**src/rtl/path_sequencer_if.sv**
```systemverilog
// Route-command channel for path_sequencer.
//   cmd_data  : 2-bit route command (00 straight, 01 left, 10 right, 11 end)
//   cmd_valid : producer has a command on cmd_data
//   cmd_ready : sequencer can take a command this cycle
// A command transfers on a cycle where cmd_valid && cmd_ready.
interface path_sequencer_if;
  logic [1:0] cmd_data;
  logic       cmd_valid;
  logic       cmd_ready;

  modport master (output cmd_data, output cmd_valid, input cmd_ready);
  modport slave  (input cmd_data, input cmd_valid, output cmd_ready);
endinterface

```
**src/rtl/path_sequencer.sv**
```systemverilog
// Line-follower route sequencer. Follows a line with a 3-sensor LFA, counts
// debounced nodes (all three sensors dark), and at each node fetches a route
// command that selects crossing straight, turning left/right, or finishing.
// Ports:
//   clk_50M, reset_n        : clock (rising edge) and async active-low reset
//   start                   : begin route (honoured in IDLE and DONE only)
//   left/middle/right       : 12-bit sensor readings, qualified by sample_valid
//   cmd                     : route-command valid/ready channel (slave side)
//   m1_a/m1_b, m2_a/m2_b    : left/right motor direction (a=fwd, b=rev)
//   dc1, dc2                : left/right PWM duty 0..15
//   node_count, node_pulse  : confirmed node count and one-cycle strobe
//   busy, done, fault       : status
// All outputs are registered.
module path_sequencer #(
  parameter int unsigned THR_NODE     = 1000,
  parameter int unsigned THR_BLK      = 500,
  parameter int unsigned THR_WHT      = 200,
  parameter int unsigned NODE_CONFIRM = 3,
  parameter int unsigned TURN_TIMEOUT = 255
) (
  input  logic              clk_50M,
  input  logic              reset_n,
  input  logic              start,
  input  logic [11:0]       left,
  input  logic [11:0]       middle,
  input  logic [11:0]       right,
  input  logic              sample_valid,
  path_sequencer_if.slave   cmd,
  output logic              m1_a,
  output logic              m1_b,
  output logic              m2_a,
  output logic              m2_b,
  output logic [3:0]        dc1,
  output logic [3:0]        dc2,
  output logic [7:0]        node_count,
  output logic              node_pulse,
  output logic              busy,
  output logic              done,
  output logic              fault
);

  localparam logic [11:0] NODE_L = 12'(THR_NODE);
  localparam logic [11:0] BLK_L  = 12'(THR_BLK);
  localparam logic [11:0] WHT_L  = 12'(THR_WHT);
  localparam int unsigned CW     = $clog2(NODE_CONFIRM + 1);
  localparam int unsigned PW     = $clog2(TURN_TIMEOUT + 1);
  localparam logic [CW:0] CONF_LIM  = (CW + 1)'(NODE_CONFIRM);
  localparam logic [PW:0] PHASE_LIM = (PW + 1)'(TURN_TIMEOUT);

  typedef enum logic [3:0] {
    IDLE, FOLLOW, NODE_CHK, FETCH, CROSS, TURN_EXIT, TURN_ACQ, DONE, FAULT
  } state_t;

  typedef struct packed {
    logic       m1_a;
    logic       m1_b;
    logic       m2_a;
    logic       m2_b;
    logic [3:0] dc1;
    logic [3:0] dc2;
  } drive_t;

  localparam drive_t DRV_STOP  = '0;
  localparam drive_t DRV_FWD   = '{1'b1, 1'b0, 1'b1, 1'b0, 4'd8, 4'd8};
  localparam drive_t DRV_STR_R = '{1'b1, 1'b0, 1'b0, 1'b1, 4'd8, 4'd3};
  localparam drive_t DRV_STR_L = '{1'b0, 1'b1, 1'b1, 1'b0, 4'd3, 4'd8};
  localparam drive_t DRV_TRN_L = '{1'b0, 1'b1, 1'b1, 1'b0, 4'd6, 4'd6};
  localparam drive_t DRV_TRN_R = '{1'b1, 1'b0, 1'b0, 1'b1, 4'd6, 4'd6};

  state_t        state_q, state_d;
  drive_t        drive_q, drive_d;
  logic [7:0]    count_q, count_d;
  logic          pulse_q, pulse_d;
  logic          ready_q, ready_d;
  logic          busy_q, busy_d;
  logic          done_q, done_d;
  logic          fault_q, fault_d;
  logic [CW-1:0] conf_q, conf_d;
  logic [PW-1:0] phase_q, phase_d;
  logic          turn_right_q, turn_right_d;

  logic          node_dark, l_blk, l_wht, m_blk, m_wht, r_blk, r_wht;
  logic          handshake, conf_hit, phase_hit;

  assign node_dark = (left > NODE_L) && (middle > NODE_L) && (right > NODE_L);
  assign l_blk     = left > BLK_L;
  assign l_wht     = left < WHT_L;
  assign m_blk     = middle > BLK_L;
  assign m_wht     = middle < WHT_L;
  assign r_blk     = right > BLK_L;
  assign r_wht     = right < WHT_L;
  assign handshake = cmd.cmd_valid && ready_q;
  assign conf_hit  = ({1'b0, conf_q} + 1'b1) >= CONF_LIM;
  assign phase_hit = ({1'b0, phase_q} + 1'b1) >= PHASE_LIM;

  always_ff @(posedge clk_50M or negedge reset_n) begin
    if (!reset_n) state_q <= IDLE;
    else          state_q <= state_d;
  end

  // Next state. FETCH ignores samples, so a coincident sample is dropped.
  always_comb begin
    state_d = state_q;
    case (state_q)
      IDLE, DONE: if (start) state_d = FOLLOW;
      FOLLOW:     if (sample_valid && node_dark) state_d = NODE_CHK;
      NODE_CHK: if (sample_valid) begin
        if (!node_dark)    state_d = FOLLOW;
        else if (conf_hit) state_d = FETCH;
      end
      FETCH: if (handshake) begin
        case (cmd.cmd_data)
          2'b00:   state_d = CROSS;
          2'b11:   state_d = DONE;
          default: state_d = TURN_EXIT;
        endcase
      end
      CROSS:     if (sample_valid && !node_dark) state_d = FOLLOW;
      TURN_EXIT: if (sample_valid) begin
        if (m_wht)          state_d = TURN_ACQ;
        else if (phase_hit) state_d = FAULT;
      end
      TURN_ACQ: if (sample_valid) begin
        if (m_blk)          state_d = FOLLOW;
        else if (phase_hit) state_d = FAULT;
      end
      FAULT:   state_d = FAULT;
      default: state_d = IDLE;
    endcase
  end

  // Outputs and counters are computed from the transition (state_q -> state_d)
  // so that every output lands in the register on the same edge as the state.
  always_comb begin
    drive_d      = drive_q;
    count_d      = count_q;
    pulse_d      = 1'b0;
    turn_right_d = turn_right_q;
    conf_d       = '0;
    phase_d      = '0;

    if (handshake) turn_right_d = (cmd.cmd_data == 2'b10);

    if (state_d == NODE_CHK)
      conf_d = (state_q == NODE_CHK) ? conf_q + CW'(sample_valid) : CW'(1);

    if (state_d == state_q && sample_valid &&
        (state_q == TURN_EXIT || state_q == TURN_ACQ))
      phase_d = phase_q + PW'(1);
    else if (state_d == state_q)
      phase_d = phase_q;

    if ((state_q == IDLE || state_q == DONE) && state_d == FOLLOW) begin
      count_d = '0;
    end else if (state_q == NODE_CHK && state_d == FETCH) begin
      count_d = count_q + 8'd1;
      pulse_d = 1'b1;
    end

    case (state_d)
      IDLE, FETCH, DONE, FAULT: drive_d = DRV_STOP;
      CROSS:                    drive_d = DRV_FWD;
      TURN_EXIT, TURN_ACQ:      drive_d = turn_right_d ? DRV_TRN_R : DRV_TRN_L;
      FOLLOW: if (state_q == FOLLOW && sample_valid) begin
        if (r_blk && l_wht)              drive_d = DRV_STR_R;
        else if (l_blk && r_wht)         drive_d = DRV_STR_L;
        else if (l_wht && m_blk && r_wht) drive_d = DRV_FWD;
      end
      default: ;
    endcase

    ready_d = (state_d == FETCH);
    done_d  = (state_d == DONE);
    fault_d = (state_d == FAULT);
    busy_d  = !(state_d == IDLE || state_d == DONE || state_d == FAULT);
  end

  always_ff @(posedge clk_50M or negedge reset_n) begin
    if (!reset_n) begin
      drive_q      <= DRV_STOP;
      count_q      <= '0;
      pulse_q      <= 1'b0;
      ready_q      <= 1'b0;
      busy_q       <= 1'b0;
      done_q       <= 1'b0;
      fault_q      <= 1'b0;
      conf_q       <= '0;
      phase_q      <= '0;
      turn_right_q <= 1'b0;
    end else begin
      drive_q      <= drive_d;
      count_q      <= count_d;
      pulse_q      <= pulse_d;
      ready_q      <= ready_d;
      busy_q       <= busy_d;
      done_q       <= done_d;
      fault_q      <= fault_d;
      conf_q       <= conf_d;
      phase_q      <= phase_d;
      turn_right_q <= turn_right_d;
    end
  end

  assign m1_a          = drive_q.m1_a;
  assign m1_b          = drive_q.m1_b;
  assign m2_a          = drive_q.m2_a;
  assign m2_b          = drive_q.m2_b;
  assign dc1           = drive_q.dc1;
  assign dc2           = drive_q.dc2;
  assign node_count    = count_q;
  assign node_pulse    = pulse_q;
  assign cmd.cmd_ready = ready_q;
  assign busy          = busy_q;
  assign done          = done_q;
  assign fault         = fault_q;

endmodule
```
**src/flat_wrapper.sv**
```systemverilog
// flat-port wrapper written by rule: the top's interface ports become plain ports
module path_sequencer_flat 
#(
  parameter int unsigned THR_NODE     = 1000,
  parameter int unsigned THR_BLK      = 500,
  parameter int unsigned THR_WHT      = 200,
  parameter int unsigned NODE_CONFIRM = 3,
  parameter int unsigned TURN_TIMEOUT = 255
)
  (clk_50M, reset_n, start, left, middle, right, sample_valid, m1_a, m1_b, m2_a, m2_b, dc1, dc2, node_count, node_pulse, busy, done, fault, cmd_cmd_data, cmd_cmd_valid, cmd_cmd_ready);
  path_sequencer_if cmd_i ();
  input  logic clk_50M;
  input  logic reset_n;
  input  logic start;
  input  logic [11:0] left;
  input  logic [11:0] middle;
  input  logic [11:0] right;
  input  logic sample_valid;
  output logic m1_a;
  output logic m1_b;
  output logic m2_a;
  output logic m2_b;
  output logic [3:0] dc1;
  output logic [3:0] dc2;
  output logic [7:0] node_count;
  output logic node_pulse;
  output logic busy;
  output logic done;
  output logic fault;
  input wire logic [$bits(cmd_i.cmd_data)-1:0] cmd_cmd_data;
  input wire logic [$bits(cmd_i.cmd_valid)-1:0] cmd_cmd_valid;
  output wire logic [$bits(cmd_i.cmd_ready)-1:0] cmd_cmd_ready;
  assign cmd_i.cmd_data = cmd_cmd_data;
  assign cmd_i.cmd_valid = cmd_cmd_valid;
  assign cmd_cmd_ready = cmd_i.cmd_ready;
  path_sequencer #(.THR_NODE(THR_NODE), .THR_BLK(THR_BLK), .THR_WHT(THR_WHT), .NODE_CONFIRM(NODE_CONFIRM), .TURN_TIMEOUT(TURN_TIMEOUT)) u_core (.clk_50M(clk_50M), .reset_n(reset_n), .start(start), .left(left), .middle(middle), .right(right), .sample_valid(sample_valid), .cmd(cmd_i), .m1_a(m1_a), .m1_b(m1_b), .m2_a(m2_a), .m2_b(m2_b), .dc1(dc1), .dc2(dc2), .node_count(node_count), .node_pulse(node_pulse), .busy(busy), .done(done), .fault(fault));
endmodule
```
**config.mk**
```make
export PLATFORM = sky130hd
export DESIGN_NAME = path_sequencer_flat
export DESIGN_NICKNAME = d
export VERILOG_FILES = /design/src/rtl/path_sequencer_if.sv /design/src/rtl/path_sequencer.sv /design/src/flat_wrapper.sv
export SDC_FILE = /design/constraint.sdc
export NUM_CORES = 1
export LEC_CHECK = 0
export BUFFER_PORTS_ARGS = -buffer_cell sky130_fd_sc_hd__buf_4
export CAP_MARGIN = 20
export CORE_ASPECT_RATIO = 2
export CORE_UTILIZATION = 45
export CTS_CLUSTER_DIAMETER = 150
export DETAILED_ROUTE_END_ITERATION = 10
export PLACE_DENSITY = 0.69
export SLEW_MARGIN = 15
export SYNTH_ARGS = -nofsm -noshare
export SYNTH_HDL_FRONTEND = slang
export SYNTH_SLANG_ARGS = --single-unit
```
**constraint.sdc**
```tcl
create_clock -name clk_50M -period 3.6 [get_ports clk_50M]
set_clock_uncertainty 0.1 [all_clocks]
set_input_delay 1.08 -clock clk_50M [delete_from_list [all_inputs] [get_ports clk_50M]]
set_output_delay 1.08 -clock clk_50M [all_outputs]
set_load 0.005 [all_outputs]
```
## Word-level counts from Yosys, hierarchy flattened

Index checks and enable logic that the tools add are counted.

| operators by class | value |
|---|---|
| add/sub/neg operators | 5 |
| magnitude comparators | 11 |
| equality and inequality tests | 22 |
| multiplexer cells | 29 |
| reduce and logical (&&, ||, !) cells | 29 |

Operators with widths:

| kind | number |
|---|---|
| $mux W12 | 5 |
| $mux W4 | 12 |
| $pmux W12 S4 | 1 |
| $gt A12 B10 Y1 const B | 3 |
| $gt A12 B9 Y1 const B | 3 |
| $lt A12 B8 Y1 const B | 3 |
| $eq A4 B3 Y1 const B | 8 |
| $mux W8 | 4 |
| $pmux W4 S8 | 1 |
| $add A8 B1 Y8 const B | 2 |
| $eq A4 B2 Y1 const B | 4 |
| $logic_and A1 B1 Y1 | 14 |
| $add A8 B1 Y9 const B | 1 |
| $ge A9 B8 Y1 const B | 1 |
| $eq A4 B1 Y1 const B | 2 |
| $eq A4 B4 Y1 const B | 2 |
| $logic_not A4 Y1 | 2 |
| $eq A2 B2 Y1 const B | 2 |
| $eq A4 B4 Y1 | 1 |
| $logic_or A1 B1 Y1 | 4 |
| $mux W2 | 2 |
| $ne A2 B2 Y1 const B | 2 |
| $ne A4 B4 Y1 const B | 1 |
| $pmux W2 S2 | 1 |
| 11 further kinds | 15 |

| word-level totals | value |
|---|---|
| register bits | 40 |
| input port bits | 43 |
| output and inout port bits | 25 |

## Longest topological paths before layout

Gate-level depths: netlist of the first run.

| depth | value |
|---|---|
| word-level depth | 11 |
| gate-level depth with buffers | 13 |

## Worst setup path after synthesis of the first run

OpenSTA, ideal clock, no wires.

| timing | value |
|---|---|
| path type | input to register |
| from | in middle[4] |
| to | reg u_core.count_q[0] (netlist: u_core.node_count[0]) |
| arrival | 3.054 ns |
| slack | 0.318 ns |
| stages on the path | 9 |
| cell sequence | or4_1 a41o_1 nand2_1 o31ai_2 and2_4 buf_6 a2111oi_4 a21oi_2 mux2_1 |

| between the ends | value |
|---|---|
| longest elaborated chain between the ends | 10 |
| elaborated cells on any way between the ends | 23 |
| those cells by class | order compare (3); eq/ne (2); mux (10); reduce/logical (8) |

Ends and longest elaborated chain:

| what | RTL line | source |
|---|---|---|
| from (decl) | flat_wrapper.sv:16 | `input logic [11:0] middle;` |
| $gt A12 B10 Y1 | path_sequencer.sv:85 | `assign node_dark = (left > NODE_L) && (middle > NODE_L) && (right > NODE_L);` |
| $logic_and A1 B1 Y1 (2 in series) | path_sequencer.sv:85 |  |
| $logic_not A1 Y1 | -- |  |
| $logic_and A1 B1 Y1 | path_sequencer.sv:118 | `CROSS: if (sample_valid && !node_dark) state_d = FOLLOW;` |
| $mux W4 | path_sequencer.sv:118 |  |
| $pmux W4 S8 * | path_sequencer.sv:104 | `case (state_q)` |
| $eq A4 B1 Y1 / $eq A4 B2 Y1 (equally long branches) | path_sequencer.sv:153, path_sequencer.sv:155 |  |
| $logic_and A1 B1 Y1, on equally long branches | path_sequencer.sv:153, path_sequencer.sv:155 |  |
| $mux W8 / $reduce_bool A2 Y1 (equally long branches) | -- |  |
| to (signal assigned) | path_sequencer.sv:192 | `count_q <= count_d;` |
| to (decl) | path_sequencer.sv:72 | `logic [7:0] count_q, count_d;` |

Every way passes the cells marked *; elsewhere a longest branch is shown, timed or not.
A chain may end at the register's enable or synchronous reset.

## Final worst setup path of the first run

| timing | value |
|---|---|
| from | in middle[4] |
| to | reg u_core.drive_q (netlist bit u_core.m1_b) |

| between the ends | value |
|---|---|
| longest elaborated chain between the ends | 11 |
| elaborated cells on any way between the ends | 34 |
| those cells by class | order compare (3); eq/ne (9); mux (10); reduce/logical (12) |

Ends and longest elaborated chain:

| what | RTL line | source |
|---|---|---|
| $gt A12 B10 Y1 | path_sequencer.sv:85 |  |
| $logic_and A1 B1 Y1 (2 in series) | path_sequencer.sv:85 |  |
| $logic_not A1 Y1 | -- |  |
| $logic_and A1 B1 Y1 | path_sequencer.sv:118 |  |
| $mux W4 | path_sequencer.sv:118 |  |
| $pmux W4 S8 | path_sequencer.sv:104 |  |
| $eq A4 B4 Y1, or another cell as far along | path_sequencer.sv:160 | `case (state_d)` |
| $reduce_or A4 Y1 / $reduce_or A2 Y1 (equally long branches) | path_sequencer.sv:160 |  |
| $reduce_bool A4 Y1 (no line) | -- |  |
| $reduce_and A3 Y1 (no line) | -- |  |
| to (signal assigned) | path_sequencer.sv:191 | `drive_q <= drive_d;` |
| to (decl) | path_sequencer.sv:71 | `drive_t drive_q, drive_d;` |

Several ways; a longest one is shown, not always the timed one.

==> reports/metrics.csv, run 1 <==
metric,value,unit
MaxCap Viol Count,0,
share of power burned in registers,0.306,
post-cts resize count,0,
Synth cell types,80,
Combinational Power Share,0.491,
share of cells above drive strength 1,0.304,
Avg Synthesized Cell Area,9.61,um2
row cnt,39,
Final Hold Fails,0,
Post-synth EDFFs,0,
Final min period,3.31,ns
Tcrit/Tclk final,0.920,
I/O pins,68,
die width,56.5,um
Clock power frac,0.202,
"top cells by area, synth","dfrtp_1 37%, nand2_1 2.7%, nor2_1 2.7%, a21oi_1 2.4%, xnor2_1 2.3%",
CP max FO,10,
Tot Pwr,0.00212,W
CTS max path bufs,2,
Synthesized Nets,325,
IO Port Bufs,67,
Root Driver,clkbuf_16,
Placed Cells,399,
first-pass GRT wire length,11400,um
Skew-Pair Late Insertion Delay,0.28,ns
GPL Wtd Cong,0.823,
GRT overflow,0,
Die Footprint,6270,um2
Rel. slew slack,0.586,
worst slew pin tran,0.621,ns
Ys Warns,0,
drt wl/cell,16.8,um
routed vias/inst,5.98,
CORE AREA,5710,um2
Hold Path Class,reg -> reg,
Internal,0.00126,W
Crit Path Class,in -> reg,
CTS tree,built,
largest net degree at the start of global routing,40,
Total GRT Usage,0.229,
Max Clk Rate,302,MHz
Layout Nets,392,
Syn Inst Count,278,
share of the synthesized area in the top cell type,0.365,
"Primary FF master, synth",dfrtp_1,
Die Y,111,um
initial antenna violation count,0,
Critical Path End Type,register,
status,finished clean,
static leakage,1.54,nW
pwr dens,636,nW/um2
mapped cell area,2670,um2
CP required,3.66,ns
DP Area,3180,um2
Final Max Slew Viols,0,
Antenna Cells,0,
count of endpoints failing setup in the final report,0,
"Area growth, synth to finish",24.5,%
sequential share of the synthesized area,0.365,
WL final,6800,um
Async SR Flop Fraction,1.00,
vias in the first global route,2406,
Fin Setup TNS,0,ns
clk sinks,39,
htree depth,2,
Clock transition at path regs,0.05,ns
CTS Buf Count,5,
Initial Util,0.468,
post-route cell area,3330,um2
Detailed Route Iter0 Violations,74,
worst path arrival time,3.37,ns
via count,2427,
final instance count without filler cells,406,
DRC errors left,0,
CP Launch Type,input pin,
CTS Hold Buffers Added,0,
post-CTS setup buffer count,0,
DRT Pass-1 Iters,4,
sw frac,0.405,
Synth area leader,dfrtp_1,
final antenna-violating net count,0,
RSZ-0062 raised after global routing,false,
HPWL Detailed,5240,um
VDD IR max,0.419,mV
Seq cells post-synth,39,
Sw Pwr,0.000857,W
[synthesized netlist by cell type (3+ instances only)]
library cell	number
nand3_1	9
nand4_1	6
o211ai_1	5
o21a_1	6
ha_1	4
buf_4	4
nand2b_1	3
o31ai_1	5
xor2_1	7
and4_1	5
nand3b_1	4
xnor2_1	7
dfrtp_1	39
nor3_1	9
or3_1	4
nor2b_1	3
a211oi_1	4
a21o_1	4
nand2_1	19
and3_1	4
inv_1	10
a21oi_1	13
buf_2	3
o21ai_0	7
and2_1	3
a211o_1	3
clkbuf_8	3
nor2_1	19
o311ai_0	3
[cells by family (layout without fill, tap and decap cells)]
| kind of cell | count (synthesis) | count (layout) | synth area share |
|---|---|---|---|
| xor gates and xnor gates | 14 | 14 | 0.0459 |
| muxes | 3 | 3 | 0.0117 |
| adders and majority gates | 4 | 4 | 0.0187 |
| AOI/OAI and AO/OA | 84 | 84 | 0.257 |
| buffers and inverters | 23 | 90 | 0.0543 |
| DFF | 39 | 39 | 0.365 |
| and+or+nand+nor | 111 | 111 | 0.247 |
[critical path, stage by stage]
cell and delay (ns):
buf_4 0.12, or4_1 0.52, a41o_1 0.30, nor3b_1 0.18, o22ai_2 0.32, a211oi_1 0.14, o21a_1 0.33, a221o_1 0.39
[per-stage QoR]
stage | setup slack (ns) | utilization | hold slack (ns)
3_5_place_dp | 0.0404 | 0.558 | 0.371
2_1_floorplan | 0.318 | - | 0.374
6_report | 0.289 | 0.583 | 0.378
3_3_place_gp | 0.0869 | 0.558 | 0.368
4_1_cts | 0.314 | 0.583 | 0.384
5_1_grt | 0.164 | 0.583 | 0.403
[power groups by stage]
stage | sequential [W] | combinational, W | clock (W)
after floorplan | 0.000589 | 0.000827 | 0
after global placement | 0.000653 | 0.00102 | 0
after detailed placement | 0.000654 | 0.00103 | 0
after CTS | 0.000646 | 0.00104 | 0.000437
after global routing | 0.000664 | 0.00113 | 0.000460
final | 0.000648 | 0.00104 | 0.000428
[metal layers]
layer | track usage | vias up | wire length, um
met2 | 0.433 | 45 | 3930
met3 | 0.0303 | 8 | 167
met4 | 0.0732 | 0 | 106
met1 | 0.252 | 1189 | 2590
met5 | 0 | - | 0
li1 | - | 1185 | -
[sequential cells by signal, summed over array words and instances, names as in the netlist, 2 cells and up]
register and flops:
u_core.node_count 8, u_core.conf_q 2, u_core.phase_q 8, u_core.dc1 3, u_core.dc2 4, u_core.state_q 4
[placed cells by master, fill, tap and decap left out, types with 4 or more instances in the layout]
| cell | count |
|---|---|
| buf_4 | 71 |
| dfrtp_1 | 39 |
| nor2_1 | 19 |
| nand2_1 | 19 |
| a21oi_1 | 13 |
| inv_1 | 10 |
| nand3_1 | 9 |
| nor3_1 | 9 |
| xnor2_1 | 7 |
| xor2_1 | 7 |
| o21ai_0 | 7 |
| nand4_1 | 6 |
| o21a_1 | 6 |
| and4_1 | 5 |
| o31ai_1 | 5 |
| o211ai_1 | 5 |
| clkbuf_16 | 5 |
| nand3b_1 | 4 |
| or3_1 | 4 |
| and3_1 | 4 |
| a211oi_1 | 4 |
| a21o_1 | 4 |
| ha_1 | 4 |
[area by class of cell]
cell class / count / area [um2]
clock buffers: 6 / 139
clock inverters: 1 / 5.00
fillers: 536 / 2380
inverters: 12 / 47.5
multi-input cells: 216 / 1550
flip-flops and latches: 39 / 976
well taps: 61 / 76.3
repair buffers: 71 / 533
[path summary, 6_finish.rpt]
check,start,to,slack (ns),cells after the start
worst max-delay path,middle[4],u_core.m1_b,0.29,8
max in group asynchronous,reset_n,u_core.dc1[3],2.39,1
worst min-delay path,u_core.dc1[0],u_core.dc1[0],0.38,1
worst max register to register,u_core.phase_q[0],u_core.node_count[3],0.66,10
worst min register to register,u_core.dc1[0],u_core.dc1[0],0.38,1
min in group asynchronous,reset_n,u_core.phase_q[5],0.66,1
No activity file was read; power rests on OpenSTA's default activity.
==> inputs of run 2 (changes only) <==
- MAX_ROUTING_LAYER: unset -> met4
- clock period: 3.6 -> 4 ns (I/O delays scaled with it)
==> run 2 against run 1 <==
Compared with the run above: via count fell by 0.37%; worst hold slack gained 0.012 ns; sequential share of layout area decreased by 0.39 points; power is 4.5% lower; critical path depth rose by 1.
==> reports/metrics.csv, run 2 (synthesized netlist as in run 1, its figures left out) <==
metric,value,unit
status,finished clean,
vias in the first global route,2378,
Final Max Slew Viols,0,
met3 global-route usage,0.0292,
Crit Path Class,in -> reg,
static leakage,1.56,nW
met2 Usage GRT,0.413,
Rel. slew slack,0.575,
Hold Path Class,reg -> reg,
"commonest non-fill, non-tap cell in the layout",buf_4,
GPL Wtd Cong,0.872,
Die Footprint,6270,um2
Reg-to-Reg Start,u_core.state_q[2],
GR Util met1,0.248,
WL final,6690,um
"Area growth, synth to finish",26.2,%
Fin Setup TNS,0,ns
DP Worst Slack,0.313,ns
Antenna Cells,0,
VDD IR max,0.543,mV
Skew-Pair Late Insertion Delay,0.29,ns
CTS tree,built,
post-CTS setup buffer count,0,
CTS Hold Buffers Added,0,
Final WS setup,0.599,ns
CTS Buf Count,5,
Reg-to-Reg End,u_core.m1_b,
initial antenna violation count,0,
Max Clk Rate,294,MHz
Final Hold Fails,0,
pwr dens,599,nW/um2
largest net degree at the start of global routing,40,
final antenna-violating net count,0,
clk sinks,39,
CP Launch Type,input pin,
die width,56.5,um
routed vias/inst,5.94,
CTS max path bufs,2,
first-pass GRT wire length,11000,um
count of endpoints failing setup in the final report,0,
I/O pins,68,
Worst Hold Endpoint,u_core.dc1[0],
htree depth,2,
CORE AREA,5710,um2
drt wl/cell,16.4,um
IO Port Bufs,67,
post-cts resize count,0,
Final min period,3.40,ns
RSZ-0062 raised after global routing,false,
Layout Nets,392,
GRT overflow,0,
CP required,4.06,ns
Clock transition at path regs,0.06,ns
DRT Pass-1 Iters,4,
min-delay src,u_core.dc1[0],
worst path arrival time,3.46,ns
Tcrit/Tclk final,0.850,
hold depth,1,
Total GRT Usage,0.230,
Critical Path End Type,register,
DRC errors left,0,
Reg2Reg Setup Slack,1.06,ns
row cnt,39,
MaxCap Viol Count,0,
via count,2418,
path depth of the worst reg2reg path,8,
share of cells above drive strength 1,0.303,
Detailed Route Iter0 Violations,92,
HPWL Detailed,5130,um
worst slew pin tran,0.638,ns
Root Driver,clkbuf_16,
most used routing layer,met2,
Initial Util,0.468,
Die Y,111,um
most frequent cells in the layout,"71 x buf_4, 39 x dfrtp_1, 19 x nor2_1, 19 x nand2_1, 13 x a21oi_1",
CP max FO,6,
-- run 2: changes by cell type in the layout (fill, tap and decap cells not counted) --
| cell | delta |
|---|---|
| clkbuf_1 | +1 |
| clkbuf_8 | -1 |
| clkinv_2 | -1 |
| bufinv_16 | +2 |
-- run 2: final cells by class --
class                      instances  area, um2
timing repair buffer              71        533
sequential                        39        976
fill                             510       2340
clock buffer                       6        129
inverter                          12       47.5
clock inverter                     2       60.1
tap                               61       76.3
multi-input combinational        216       1550
-- run 2: metal layers --
metal,wire length [um],up-vias
met5,0,-
met4,123,0
met3,203,8
met2,3750,54
met1,2620,1166
li1,-,1190
-- run 2: report_power, final --
group,total (W),leakage [nW],internal (W),switching [W]
registers,0.000583,0.526,0.000476,0.000107
logic,0.000928,0.942,0.000413,0.000515
clock network,0.000510,0.0911,0.000357,0.000153
-- run 2: worst max-delay path, stage by stage --
cell,delay [ns]
buf_4,0.12
or4_1,0.51
a41o_1,0.30
nand2_1,0.10
o31ai_2,0.07
a211oi_2,0.33
o2111ai_1,0.29
o31a_1,0.39
a2bb2oi_1,0.15
-- run 2: worst max path at each step --
| stage | startpoint | endpoint | slack, ns |
|---|---|---|---|
| 4_1_cts | middle[4] | u_core.node_count[3] | 0.62 |
| 5_1_grt | middle[4] | u_core.node_count[5] | 0.47 |
| 3_5_place_dp | middle[4] | u_core.node_count[3] | 0.31 |
| 3_3_place_gp | middle[4] | u_core.m1_b | 0.38 |
| 6_report | middle[4] | u_core.node_count[5] | 0.60 |
| 2_1_floorplan | middle[4] | u_core.node_count[0] | 0.60 |
-- run 2: metrics by stage --
| step | util | total power (W) | std cells | area [um2] | hold slack (ns) |
|---|---|---|---|---|---|
| after global placement | 0.558 | 0.00151 | 399 | 3180 | 0.381 |
| after detailed placement | 0.558 | 0.00151 | 399 | 3180 | 0.383 |
| after CTS | 0.591 | 0.00204 | 407 | 3370 | 0.395 |
| final | 0.591 | 0.00202 | 407 | 3370 | 0.390 |
| after global routing | 0.591 | 0.00216 | 407 | 3370 | 0.403 |
| after floorplan | - | 0.00127 | 278 | 2670 | 0.374 |
